[config.mk]
export PLATFORM = sky130hd
export DESIGN_NAME = multi_rate_divider
export DESIGN_NICKNAME = d
export VERILOG_FILES = /design/src/rtl/multi_rate_divider.sv
export SDC_FILE = /design/constraint.sdc
export NUM_CORES = 1
export LEC_CHECK = 0
export CORE_MARGIN = 1.5
export CORE_UTILIZATION = 55
export DETAILED_ROUTE_END_ITERATION = 12
export PLACE_DENSITY = 0.86
export SETUP_SLACK_MARGIN = 0.02
export SYNTH_ARGS = -nofsm -noshare
export SYNTH_HDL_FRONTEND = slang
export SYNTH_SLANG_ARGS = --single-unit
[constraint.sdc]
create_clock -name ClockIn -period 4.99 [get_ports ClockIn]
set_clock_uncertainty 0.1 [all_clocks]
set_input_delay 0.499 -clock ClockIn [delete_from_list [all_inputs] [get_ports ClockIn]]
set_output_delay 0.499 -clock ClockIn [all_outputs]
set_load 0.03 [all_outputs]
[src/rtl/multi_rate_divider.sv]
// -----------------------------------------------------------------------------
// multi_rate_divider
//
// Bank of NUM_CH independent programmable tick generators. Each channel counts
// down from P-1 (P = max(period,1)) and emits a one-cycle Tick when the count
// expires, then reloads. A channel is either periodic (keeps running) or
// one-shot (stops after its first tick). A global Pause freezes all counters.
//
// Ports
//   ClockIn    in   1          clock, all logic on the rising edge
//   Reset      in   1          synchronous, active-high reset
//   CfgWe      in   1          configuration write strobe
//   CfgCh      in   CH_W       channel index for the write
//   CfgPeriod  in   CNT_W      new period in cycles
//   CfgOneShot in   1          new mode: 1 = one-shot, 0 = periodic
//   Start      in   NUM_CH     per-channel start/restart pulse
//   Stop       in   NUM_CH     per-channel stop pulse (wins over Start)
//   Pause      in   1          freeze all counters while high
//   Tick       out  NUM_CH     registered one-cycle tick per channel
//   Running    out  NUM_CH     registered per-channel active flag
// -----------------------------------------------------------------------------
module multi_rate_divider #(
   parameter int NUM_CH         = 4,
   parameter int CNT_W          = 27,
   parameter int DEFAULT_PERIOD = 50000000,
   localparam int CH_W          = (NUM_CH > 1) ? $clog2(NUM_CH) : 1
) (
   input  logic              ClockIn,
   input  logic              Reset,
   input  logic              CfgWe,
   input  logic [CH_W-1:0]   CfgCh,
   input  logic [CNT_W-1:0]  CfgPeriod,
   input  logic              CfgOneShot,
   input  logic [NUM_CH-1:0] Start,
   input  logic [NUM_CH-1:0] Stop,
   input  logic              Pause,
   output logic [NUM_CH-1:0] Tick,
   output logic [NUM_CH-1:0] Running
);

   localparam logic [CNT_W-1:0] RST_PERIOD = CNT_W'(DEFAULT_PERIOD);
   localparam logic [CNT_W-1:0] RST_COUNT  =
      CNT_W'((DEFAULT_PERIOD > 1) ? DEFAULT_PERIOD - 1 : 0);

   // Count value loaded on start or reload; a period of 0 behaves as 1.
   function automatic logic [CNT_W-1:0] load_value(input logic [CNT_W-1:0] p);
      return (p == '0) ? '0 : p - 1'b1;
   endfunction

   for (genvar c = 0; c < NUM_CH; c++) begin : g_ch
      logic [CNT_W-1:0] period_q, period_d;
      logic [CNT_W-1:0] counter_q, counter_d;
      logic             oneshot_q, oneshot_d;
      logic             running_q, running_d;
      logic             tick_q, tick_d;
      logic             cfg_hit;

      // An index >= NUM_CH never matches any channel, so such writes drop.
      assign cfg_hit = CfgWe && (CfgCh == CH_W'(c));

      always_comb begin
         // NOTE: every output of this block gets a default first so no path
         // leaves a value unassigned and no latch is inferred.
         period_d  = period_q;
         oneshot_d = oneshot_q;
         counter_d = counter_q;
         running_d = running_q;
         tick_d    = 1'b0;

         if (cfg_hit) begin
            period_d  = CfgPeriod;
            oneshot_d = CfgOneShot;
         end

         if (Stop[c]) begin
            running_d = 1'b0;
         end else if (Start[c]) begin
            // A coincident config write is already visible in period_d.
            counter_d = load_value(period_d);
            running_d = 1'b1;
         end else if (running_q && !Pause) begin
            if (counter_q != '0) begin
               counter_d = counter_q - 1'b1;
            end else begin
               tick_d    = 1'b1;
               counter_d = load_value(period_q);
               running_d = !oneshot_q;
            end
         end
      end

      // NOTE: the per-channel configuration registers are few and small, so
      // they are reset along with the control state rather than left unknown.
      always_ff @(posedge ClockIn) begin
         if (Reset) begin
            period_q  <= RST_PERIOD;
            oneshot_q <= 1'b0;
            counter_q <= RST_COUNT;
            running_q <= 1'b0;
            tick_q    <= 1'b0;
         end else begin
            // NOTE: non-blocking assignments so every register updates from
            // values sampled at the same edge.
            period_q  <= period_d;
            oneshot_q <= oneshot_d;
            counter_q <= counter_d;
            running_q <= running_d;
            tick_q    <= tick_d;
         end
      end

      assign Tick[c]    = tick_q;
      assign Running[c] = running_q;
   end

endmodule

== Yosys cells after proc, flatten, opt, wreduce, memory -nomap -nowiden ==
Cells that the tools add are included.
Word-level totals
  output and inout port bits: 8
  word-level logic and storage cells: 133
  bits of input ports: 42
  flip-flop bits (word level): 228
Operators by class
  multiplexer cells: 40
  equal/unequal tests: 7
  bitwise operators: 8
  add/sub/neg operators: 12
  reductions and logical operators: 46
Operators by type and width (number)
  2-to-1 mux 27 bit: 24
  subtractor 27 x 1 -> 27 bit (second input constant): 12
  zero test 27 bit: 8
  nonzero test 27 bit: 4
  2-to-1 mux 1 bit: 16
  AND reduction 2 bit: 8
  OR reduction 4 bit: 4
  logical AND 1 bit: 8
  inequality test 2 bit (second input constant): 4
  NOT 1 bit: 8
  nonzero test 2 bit: 4
  OR reduction 2 bit: 4
  zero test 1 bit: 5
  == test 2 bit (second input constant): 2
  == test 2 x 1 -> 1 bit (second input constant): 1
  zero test 2 bit: 1

== Depth between registers and ports, before layout ==
  word-level depth: 6
  mapped depth: 17
  gate-level depth less buffers: 11

== Worst setup path after synthesis ==
No wires, ideal clock.
  path kind: input to register
  from: in CfgCh[1]
  to: reg g_ch[0].counter_q[13]
  path slack: -0.109 ns
  required time: 4.768 ns
  library setup time: 0.122 ns
  stages on the path: 16
  path buffers: 6
  arrival time: 4.877 ns
  path through: clkbuf_1 -> nor3b_1 -> clkbuf_1 -> clkbuf_1 -> buf_1 -> nor2_1 -> a21oi_1 -> ha_1 -> or4bb_1 -> or4_1 -> clkbuf_1 -> and2_1 -> o21ai_1 -> clkbuf_1 -> o21ai_0 -> a221o_1
Between the ends
  word-level cells in the longest chain between the ends: 6
  elaborated cells on any way between the ends: 7
  classes of those cells: add/sub (1); mux (3); reduce/logical (3)
RTL lines
  start: declaration: line 31  | input logic [CH_W-1:0] CfgCh,
  zero test 2 bit *: line 59  | assign cfg_hit = CfgWe && (CfgCh == CH_W'(c));
  logical AND 1 bit *: line 59
  2-to-1 mux 27 bit *: line 70  | if (cfg_hit) begin
  subtractor 27 x 1 -> 27 bit / zero test 27 bit (equally long branches): line 47  | return (p == '0) ? '0 : p - 1'b1;
  2-to-1 mux 27 bit *: line 47
  2-to-1 mux 27 bit *: line 77  | end else if (Start[c]) begin
  end signal: assignment: line 106  | counter_q <= counter_d;
  end: declaration: line 52  | logic [CNT_W-1:0] counter_q, counter_d;
Every way passes the cells marked *; elsewhere a longest branch is shown, timed or not.
A chain may end at the register's enable or synchronous reset.

== Worst setup path in the final report ==
  from: in CfgCh[1]
  to: reg g_ch[3].counter_q[10]
Between the ends
  word-level cells in the longest chain between the ends: 6
  elaborated cells on any way between the ends: 7
  classes of those cells: add/sub (1); eq/ne (1); mux (3); reduce/logical (2)
RTL lines (line)
  == test 2 bit *: 59
  logical AND 1 bit *: 59
  2-to-1 mux 27 bit *: 70
  subtractor 27 x 1 -> 27 bit / zero test 27 bit (equally long branches): 47
  2-to-1 mux 27 bit *: 47
  2-to-1 mux 27 bit *: 77
  end signal: assignment: 106
  end: declaration: 52
Marked as above.

==> flow_summary.toml <==
[clock_network]
root_buffer = "clkbuf_16"
clock-sinks = 228
clkTransAtPathRegs_ns = 0.07
h-tree-depth = 1
cts_tree = "built"
worstSkewPairLatency_ns = 0.56
holdBufCountCts = 0
postCtsSetupRepairBufs = 0
clock_path_buffers = 3
post_cts_resized = 0
cts_made_buffers = 27

[placement]
port_buffers = 49
dpl_cell_area_sq_mm = 0.0181
gp_congestion = 0.972
hpwl_mm = 43.1

[detailed_routing]
num_vias = 18740
drtIter0Drc = 2773
post_drt_via_cell_ratio = 6.86
wl_per_cell_um = 22.3
first_pass_iters = 5
ant_nets = 0
wl_mm = 61.0
drc = 0

[die]
start_util_pct = 56.4
rows = 64
core_sq_mm = 0.0308
die_h_um = 181
io_pins = 50
dieWidth_um = 181
dieArea_sq_mm = 0.0327

[logic_synthesis]
synthArstFlopShare_pct = 0
synthTopCellsByArea = "dfxtp_1 (26%), xnor2_1 (6.5%), xor2_1 (6.3%)"
ys_seq_area_share_pct = 26.3
ys_warn_count = 0
yosysTopAreaCell = "dfxtp_1"
yosysTopAreaCellShare_pct = 26.3
syn_inst = 2364
synth_edf_count = 0
synth_ff_type = "dfxtp_1"
synth_nets = 2422
yosysUniqueCellTypes = 80
synth_seq_cells = 228
avgSynthCellArea_sq_um = 7.35
syn-cell-area_sq_mm = 0.0174

[setup_path]
startpoint_type = "input pin"
rr_worst_depth = 7
crit_path_end_kind = "flip-flop"
r2r_start = "g_ch[0].period_q[11]"
path_max_fanout = 10
crit_type = "in -> reg"
cp.arrival_ns = 4.45
worst_ep_required_time_ns = 5.31
startpoint = "CfgCh[1]"

[power]
power.switching_mw = 1.55
clock_power_share_pct = 41.1
power_frac_seq_pct = 40.8
p_leak_nw = 6.57
p_sw_share_pct = 31.0
p_int_mw = 3.44
powerDensity_mw_per_mm2 = 262
ir_worst_vdd_mv = 0.227
combPwrFrac_pct = 18.1

[cells_and_area]
final_common_cell = "nor2_1"
finalInstanceArea_sq_mm = 0.0190
final_cell_mix = "nor2_1 (254), nand2_1 (228), dfxtp_1 (228)"
syn2layout_area_growth_pct = 9.36
nets = 2372
drive_gt1_share_pct = 6.60

[sta]
setup_viol = 0
rsz0062_at_grt = "no"
worst_pin_slew_ns = 0.990
final_max_slew_viol_count = 0
post-route-min-period_ns = 4.13
post-route-period-util_pct = 82.8
relSlewSlack_pct = 33.1
timing.fmax_mhz = 242
final.setup.tns_ns = 0
hold_viol_final = 0

[grt]
antenna_found_initial = 1
grt_pass1_vias = 17142
overflow = 0
grt_usage_pct = 36.0
grt_pass1_wl_mm = 95.2
grt_max_degree = 85

[hold_path]
worst_hold_path.num_cells = 2
hp-class = "in -> reg"
hold_start = "Reset"

[job]
cap_viol_max_count = 0

[status]
outcome = "complete, no violations"
==> logic make-up (layout without fill, tap and decap cells) <==
kind of cell | Yosys count | in the layout | synth area share (%)
flip-flops | 228 | 228 | 26.3
AND/OR/NAND/NOR | 1046 | 1046 | 30.4
multiplexers | 77 | 77 | 4.46
AO/OA/AOI/OAI | 516 | 516 | 19.7
adder cells (fa/ha/maj) | 16 | 16 | 1.15
XOR/XNOR | 254 | 254 | 12.8
buffers and inverters | 227 | 197 | 5.20
other | 0 | 1 | 0
==> stage by stage <==
step	setup WS, ns	total power, mW	util, %	cells	hold slack [ns]
after global routing	0.560	5.12	61.7	2731	0.376
after global placement	0.558	2.91	58.8	2681	0.346
final	0.856	4.98	61.7	2731	0.353
after CTS	0.951	4.94	61.7	2730	0.326
after detailed placement	0.421	2.93	58.8	2681	0.354
after floorplan	0.107	2.63	-	2364	0.334
==> final timing paths <==
kind              slack, ns                     to
hold / removal         0.35   g_ch[1].period_q[26]
setup reg to reg       1.16  g_ch[0].counter_q[23]
setup / recovery       0.86  g_ch[3].counter_q[10]
hold reg to reg        0.36      g_ch[0].oneshot_q
==> power groups by stage <==
stage | clock network (mW) | registers [mW] | logic [mW]
final | 2.05 | 2.03 | 0.904
after global routing | 2.12 | 2.04 | 0.962
after CTS | 2.04 | 2.03 | 0.869
after detailed placement | 0 | 2.07 | 0.861
after global placement | 0 | 2.06 | 0.847
after floorplan | 0 | 2.02 | 0.612
==> cells in the mapped netlist, types with 33 or more instances <==
master and count:
nand2_1 228, nor2_1 254, or3_1 54, nand4_1 36, nor4_1 93, nor3_1 142, nand3b_1 33, xor2_1 125
or4_1 34, a21oi_1 151, dfxtp_1 228, clkbuf_1 161, o21ai_0 80, inv_1 33, nand3_1 52, mux2i_1 73
nand2b_1 39, a211oi_1 38, xnor2_1 129
==> registers in the layout, summed over array words and instances, names as in the netlist, named ones only <==
register	flops
g_ch.tick_q	4
g_ch.oneshot_q	4
g_ch.counter_q	108
g_ch.running_q	4
g_ch.period_q	105
==> critical path, cell delays in order <==
cell	delay (ns)
clkdlybuf4s50_1	0.56
and3_1	0.41
nor2_1	0.09
a21oi_1	0.29
ha_1	0.32
nand4_1	0.12
or4_1	0.55
a22o_1	0.33
o31ai_2	0.46
buf_4	0.24
buf_4	0.14
o22ai_1	0.08
a211oi_1	0.27
nor3_1	0.10
==> routing by layer <==
metal	routed length (um)	vias to the layer above	global-route usage (%)
li1	-	8522	-
met1	24800	8755	48.8
met2	25700	1261	54.4
met3	7310	202	6.83
met4	3250	0	18.3
met5	0	-	0
==> cell type report <==
cell class / count / area, sq um
tap: 396 / 495
multi-input combinational: 1909 / 12000
clock buffer: 36 / 739
clock inverter: 13 / 146
antenna: 1 / 2.50
inverter: 33 / 124
timing repair buffer: 115 / 987
sequential: 228 / 4560
fill: 2715 / 11800
Note: power is estimated with default switching activity, not from simulation.
